`src/rtl/regfile_wb_controller_pkg.sv`:
```
// Shared constants and types for the register-file writeback controller.
// Grant encoding and write-port bundle used by the top and arbiter.
package regfile_wb_controller_pkg;

  localparam int REG_ADDR_W = 5;
  localparam int XLEN       = 32;
  localparam int NUM_REGS   = 1 << REG_ADDR_W;

  typedef enum logic {
    GNT_ALU = 1'b0,
    GNT_LSU = 1'b1
  } gnt_e;

  typedef struct packed {
    logic                  en;
    logic [REG_ADDR_W-1:0] addr;
    logic [XLEN-1:0]       data;
  } rf_wr_t;

endpackage

```
`src/rtl/regfile_wb_controller_arb.sv`:
```
// Two-way writeback arbiter, round-robin or fixed LSU-first.
// Holds the last winner; grants depend only on valids and that flop.
module wb_rr_arbiter
  import regfile_wb_controller_pkg::*;
#(
  parameter int ARB_MODE = 1
) (
  input  logic clk,
  input  logic rst,
  input  logic alu_valid,
  input  logic lsu_valid,
  output logic alu_gnt,
  output logic lsu_gnt
);

  gnt_e last_q;
  logic tie_lsu;

  assign tie_lsu = (ARB_MODE == 0) || (last_q == GNT_ALU);

  always_comb begin
    alu_gnt = 1'b0;
    lsu_gnt = 1'b0;
    priority case (1'b1)
      rst: ;
      alu_valid && lsu_valid: begin
        lsu_gnt = tie_lsu;
        alu_gnt = !tie_lsu;
      end
      alu_valid: alu_gnt = 1'b1;
      lsu_valid: lsu_gnt = 1'b1;
      default: ;
    endcase
  end

  always_ff @(posedge clk) begin
    if (rst) begin
      last_q <= GNT_LSU;
    end else if (alu_gnt) begin
      last_q <= GNT_ALU;
    end else if (lsu_gnt) begin
      last_q <= GNT_LSU;
    end
  end

endmodule

```
`src/rtl/regfile_wb_controller.sv`:
```
// Scoreboard of pending destination registers plus an arbitrated,
// registered drive of the register-file write port.
module regfile_wb_controller
  import regfile_wb_controller_pkg::*;
#(
  parameter int ARB_MODE = 1
) (
  input  logic                  clk,
  input  logic                  rst,
  input  logic                  issue_valid,
  input  logic [REG_ADDR_W-1:0] issue_rd,
  output logic                  issue_ready,
  input  logic [REG_ADDR_W-1:0] rs1_addr,
  input  logic [REG_ADDR_W-1:0] rs2_addr,
  output logic                  rs1_busy,
  output logic                  rs2_busy,
  input  logic                  alu_wb_valid,
  input  logic [REG_ADDR_W-1:0] alu_wb_rd,
  input  logic [XLEN-1:0]       alu_wb_data,
  output logic                  alu_wb_ready,
  input  logic                  lsu_wb_valid,
  input  logic [REG_ADDR_W-1:0] lsu_wb_rd,
  input  logic [XLEN-1:0]       lsu_wb_data,
  output logic                  lsu_wb_ready,
  output logic                  rf_write_en,
  output logic [REG_ADDR_W-1:0] rf_write_addr,
  output logic [XLEN-1:0]       rf_write_data
);

  localparam logic [NUM_REGS-1:0] X0_MASK =
    {{(NUM_REGS-1){1'b1}}, 1'b0};

  logic [NUM_REGS-1:0] busy_q;
  logic [NUM_REGS-1:0] busy_d;
  logic [NUM_REGS-1:0] set_vec;
  logic [NUM_REGS-1:0] clr_vec;
  rf_wr_t              wr_q;
  rf_wr_t              wr_d;
  logic                alu_gnt;
  logic                lsu_gnt;

  wb_rr_arbiter #(
    .ARB_MODE (ARB_MODE)
  ) u_arb (
    .clk       (clk),
    .rst       (rst),
    .alu_valid (alu_wb_valid),
    .lsu_valid (lsu_wb_valid),
    .alu_gnt   (alu_gnt),
    .lsu_gnt   (lsu_gnt)
  );

  assign issue_ready  = !rst && !busy_q[issue_rd];
  assign rs1_busy     = busy_q[rs1_addr];
  assign rs2_busy     = busy_q[rs2_addr];
  assign alu_wb_ready = alu_gnt;
  assign lsu_wb_ready = lsu_gnt;

  always_comb begin
    set_vec = '0;
    clr_vec = '0;
    if (issue_valid && issue_ready) begin
      set_vec[issue_rd] = 1'b1;
    end
    if (wr_q.en) begin
      clr_vec[wr_q.addr] = 1'b1;
    end
    // Clear wins over set; x0 can never be pending.
    busy_d = (busy_q | set_vec) & ~clr_vec & X0_MASK;
  end

  always_comb begin
    wr_d    = wr_q;
    wr_d.en = 1'b0;
    if (alu_gnt) begin
      wr_d.en   = (alu_wb_rd != '0);
      wr_d.addr = alu_wb_rd;
      wr_d.data = alu_wb_data;
    end else if (lsu_gnt) begin
      wr_d.en   = (lsu_wb_rd != '0);
      wr_d.addr = lsu_wb_rd;
      wr_d.data = lsu_wb_data;
    end
  end

  always_ff @(posedge clk) begin
    if (rst) begin
      busy_q <= '0;
      wr_q   <= '0;
    end else begin
      busy_q <= busy_d;
      wr_q   <= wr_d;
    end
  end

  assign rf_write_en   = wr_q.en;
  assign rf_write_addr = wr_q.addr;
  assign rf_write_data = wr_q.data;

  a_no_set_clr: assert property (
    @(posedge clk) disable iff (rst)
    !(|(set_vec & clr_vec & X0_MASK)));

  a_one_gnt: assert property (
    @(posedge clk) !(alu_gnt && lsu_gnt));

endmodule

```
`config.mk`:
```
export PLATFORM = sky130hd
export DESIGN_NAME = regfile_wb_controller
export DESIGN_NICKNAME = d
export VERILOG_FILES = /design/src/rtl/regfile_wb_controller_pkg.sv /design/src/rtl/regfile_wb_controller_arb.sv /design/src/rtl/regfile_wb_controller.sv
export SDC_FILE = /design/constraint.sdc
export NUM_CORES = 1
export LEC_CHECK = 0
export CAP_MARGIN = 20
export CORE_MARGIN = 4
export CORE_UTILIZATION = 41
export DETAILED_ROUTE_END_ITERATION = 10
export GPL_TIMING_DRIVEN = 0
export PLACE_DENSITY = 0.79
export RECOVER_POWER = 50
export SYNTH_ARGS = -nofsm -noshare
export SYNTH_HDL_FRONTEND = slang
export SYNTH_SLANG_ARGS = --single-unit
```
`constraint.sdc`:
```
create_clock -name clk -period 2.6 [get_ports clk]
set_clock_uncertainty 0.05 [all_clocks]
set_input_delay 0.52 -clock clk [delete_from_list [all_inputs] [get_ports clk]]
set_output_delay 0.52 -clock clk [all_outputs]
set_load 0.005 [all_outputs]
```
======== Word-level counts from Yosys, hierarchy flattened ========
Index checks and enable logic that the tools add are counted.
word-level totals
  register bits after elaboration ......... 71
  input bits .............................. 94
  output and inout bits ................... 43
cells by class
  magnitude comparators ................... 6
  muxes and demuxes ....................... 23
  bitwise gates (word level) .............. 4
  reduce and logical (&&, ||, !) cells .... 10
operators with widths
  cell                  count
  $mux W38              2
  $mux W32              2
  $and A32 B32 Y32      1
  $not A32 Y32          1
  $or A32 B32 Y32       1
  $lt A5 B6 Y1 const B  4
  $bmux W1 S5           3
  $mux W1               14
  $demux W1 S5          2
  $ge A5 B1 Y1 const B  2
  $reduce_bool A5 Y1    2
  $logic_and A1 B1 Y1   5
  $logic_not A1 Y1      2
  $reduce_bool A2 Y1    1
  $not A1 Y1            1

======== Depth between registers and ports, before layout ========
  depth in word-level cells ............... 8
  depth in mapped cells ................... 7

======== Modules after synthesis ========
From an unflattened synthesis, not the netlist that was laid out.
unflattened totals
  cells, all modules ...................... 433
  area, all modules ....................... 3965.1 um^2
modules (own cells, without submodules)
  module                 instances  cells an instance  area an instance (um^2)
  regfile_wb_controller  1          426                3905.0
  wb_rr_arbiter          1          7                  60.1

======== Worst setup path after synthesis ========
OpenSTA, ideal clock, no wires.
  path type ............................... input port to output port
  from .................................... input port rs1_addr[0]
  to ...................................... output port rs1_busy
  arrival ................................. 1.988 ns
  required time ........................... 2.030 ns
  path slack .............................. 0.042 ns
  stages .................................. 4
  path buffers ............................ 1
  path through ............................ buf_2 > mux4_2 > mux4_2 > mux2_2
on the way
  cells in the longest elaborated chain, start to end .. 2
RTL lines
  element                        line                         source
  start, declared                regfile_wb_controller.sv:13  input logic [REG_ADDR_W-1:0] rs1_addr,
  $bmux W1 S5                    regfile_wb_controller.sv:54  assign rs1_busy = busy_q[rs1_addr];
  $mux W1 (not written as such)  regfile_wb_controller.sv:54
  end, declared                  regfile_wb_controller.sv:15  output logic rs1_busy,
Every way passes these cells. The select of a mux whose other input is x is not followed.

======== Worst setup path in the final report ========
  from .................................... register busy_q[31]
  to ...................................... output port rs1_busy
on the way
  cells in the longest elaborated chain, start to end .. 2
RTL lines
  element                        line                         source
  start, declared                regfile_wb_controller.sv:33  logic [NUM_REGS-1:0] busy_q;
  start signal, assigned         regfile_wb_controller.sv:91  busy_q <= busy_d;
  $bmux W1 S5                    regfile_wb_controller.sv:54
  $mux W1 (not written as such)  regfile_wb_controller.sv:54
Every way passes these cells. The select of a mux whose other input is x is not followed.

==> impl_summary.log <==
INFO  metric start_util = 42.3%
INFO  metric post-route-min-period = 2.67 ns
INFO  metric grt_antenna_before_repair = 0
INFO  metric cts_inserted_buffers = 9
INFO  metric crit_share_post_route = 103%
INFO  metric wire_per_inst = 19.2 um
INFO  metric failing_checks = negative setup slack
INFO  metric number_of_routed_nets_with_antenna_violations = 0
INFO  metric floorplan.io_pins = 137
INFO  metric syn_to_final_growth = 48.5%
INFO  metric cp_max_fo = 3
INFO  metric final_replace_weighted_congestion = 0.952
INFO  metric hpwlAfterDp = 10.8 mm
INFO  metric max_slew_margin = 56.0%
INFO  metric grtUsageTotal = 24.7%
INFO  metric worst_setup_hold_path_clk_slew = 0.07 ns
INFO  metric min-delay-path-class = reg2reg
INFO  metric dieWidth = 106 um
INFO  metric cts_root_buf = clkbuf_8
INFO  metric cp_data_required_time = 2.03 ns
INFO  metric timing.reg2reg.setup_slack = 0.14 ns
INFO  metric post_synth_edffs = 0
INFO  metric power_density = 449 nW/um2
INFO  metric worst-setup-path-type = reg2out
INFO  metric post-route-cell-area = 5830 um2
INFO  metric remaining_drc_errors = 0
INFO  metric dr.first_iter.drc_count = 275
INFO  metric syn-instance-count = 450
INFO  metric clock_insertion_delay_worst_skew = 0.34 ns
INFO  metric netlist.area_leader.share = 35.7%
INFO  metric worst-slew-pin-transition = 0.659 ns
INFO  metric largest_net_degree_at_the_start_of_global_routing = 19
INFO  metric setup_repair_after_global_routing_missed_its_margin = true
INFO  metric placement_rows = 35
INFO  metric place_ws = -0.968 ns
INFO  metric post_synth_main_area_contributors = dfxtp_1 36%, mux4_2 12%, nand2_1 6.5%
INFO  metric hold_viol = 0
INFO  metric cp-start-kind = flip-flop
INFO  metric final_layout_size_suffix_gt1_share = 17.6%
INFO  metric avgSynthCellArea = 8.73 um2
INFO  metric totalWireLength = 14.2 mm
INFO  metric achievable-frequency = 375 MHz
INFO  metric outcome = complete, but fails checks
INFO  metric finalNetCount = 699
INFO  metric antennaDiodeCount = 0
INFO  metric place_area = 5400 um2
INFO  metric ctsHtreeMaxLevel = 3
INFO  metric post_drt_via_cell_ratio = 5.87
INFO  metric post_synthesis_async_set_or_reset_flop_share = 0%
INFO  metric ys_seq_area_share = 35.7%
INFO  metric timing.final.max_slew_violations = 0
INFO  metric post_synth_instance_area = 3930 um2
INFO  metric placeableCoreArea = 9280 um2
INFO  metric via_count_of_the_first_global_routing_pass = 4346
INFO  metric synth_largest_area_cell = dfxtp_1
INFO  metric count_of_vias_placed_by_the_detailed_router = 4334
INFO  metric height_of_the_die = 106 um
INFO  metric cts_num_sinks = 70
INFO  metric critPathCaptureType = output pin
INFO  metric timing.max_cap.violations = 0
INFO  metric full_die_area = 11200 um2
INFO  metric arrival_time_worst_endpoint = 2.10 ns
INFO  metric cts_tree = yes
INFO  metric synth_common_cells = 70 x dfxtp_1, 68 x nand2_1, 62 x nor2_1, 25 x a311oi_1, 24 x a21oi_1
INFO  metric grt_pass1_wl = 22.0 mm
INFO  metric synthMostInstantiatedCell = dfxtp_1
INFO  metric drt-pass1-iter-count = 5
INFO  metric yosys_warnings = 0
INFO  metric peak_ir_drop_on_the_vdd_network = 0.274 mV
INFO  metric synth-main-ff-cell = dfxtp_1
INFO  metric overflow = 0
INFO  metric setup_viol = 3
INFO  metric worst_hold_slack_after_final_layout = 0.414 ns
INFO  metric port_buffers = 131
INFO  metric synth.ff_latch_count = 70
INFO  metric postLayoutSetupSlackWorst = -0.0652 ns
INFO  metric leakagePower = 2.12 nW
INFO  metric synth.net_count = 544
INFO  metric cts-root-to-sink-buffers = 2
INFO  metric synth.lib_cells_used.distinct = 50
power by group:
group	switching (mW)	internal [mW]	total, mW
sequential	0.0352	1.13	1.16
clock	0.399	0.461	0.860
combinational	0.279	0.314	0.594
kinds of logic after synthesis:
| logic type | after synthesis | share of synthesized area [%] |
|---|---|---|
| AND/OR/NAND/NOR | 190 | 21.7 |
| AO/OA/AOI/OAI | 114 | 22.1 |
| flip-flops | 70 | 35.7 |
| buffers and inverters | 42 | 5.03 |
| multiplexers | 34 | 15.5 |
cell usage in the layout (no fill, tap or decap), types with 13 or more instances in the layout:
master and count:
a21oi_1 22, a311oi_1 25, nor3_1 20, clkbuf_1 20, nand2_1 67, dfxtp_1 56, a211oi_1 16, buf_4 13
nor2_1 61, mux4_2 21, a31oi_1 22, dfxtp_2 14, clkdlybuf4s50_1 86, dlygate4sd3_1 37
cell type report:
class / instances / area (um2)
multi-input cells: 338 / 2420
well taps: 129 / 161
inverters: 7 / 31.3
clock buffers: 11 / 141
repair buffers: 147 / 1410
fillers: 803 / 3450
flip-flops and latches: 70 / 1420
plain buffers: 32 / 204
clock inverters: 4 / 47.5
per-layer routing:
layer  wire length (um)  global-route usage [%]  up-vias
li1                   -                       -     1995
met1               5460                    29.2     2048
met2               6840                    42.4      258
met3               1540                    7.10       33
met4                353                    9.53        0
met5                  0                       0        -
timing repair:
action | CTS | global route
pin swaps | 3 | 3
gates resized for setup | 71 | 12
buffers inserted | 11 | 5
hold buffers | 0 | 0
endpoints found under the setup margin | 5 | 5
sequential cells by signal (all words and copies together) (netlist names):
signal         cells
rf_write_data     32
rf_write_addr      5
busy_q            31
rf_write_en        1
u_arb.last_q       1
worst max-delay path: stages (launching register included):
cell     delay, ns
dfxtp_2       0.34
buf_6         0.12
mux4_2        0.45
mux4_2        0.47
mux2_4        0.27
buf_6         0.12
worst paths after layout:
check | start | to | cells after the start
hold / removal | rf_write_data[30]$_SDFFE_PP0P_ | rf_write_data[30]$_SDFFE_PP0P_ | 2
hold reg to reg | rf_write_data[30]$_SDFFE_PP0P_ | rf_write_data[30]$_SDFFE_PP0P_ | 2
setup / recovery | busy_q[31]$_SDFF_PP0_ | rs1_busy | 5
setup reg to reg | busy_q[21]$_SDFF_PP0_ | busy_q[17]$_SDFF_PP0_ | 7
metrics by stage:
stage	setup TNS [ns]	power, mW	cells	utilization (%)
finish	-0.130	2.62	738	62.8
global placement	-2.66	1.76	710	58.2
global route	-0.330	2.71	738	62.8
detailed placement	-3.10	1.77	710	58.2
CTS	-0.200	2.63	733	62.5
floorplan	0	1.43	450	-
Note: power is estimated with default switching activity, not from simulation.
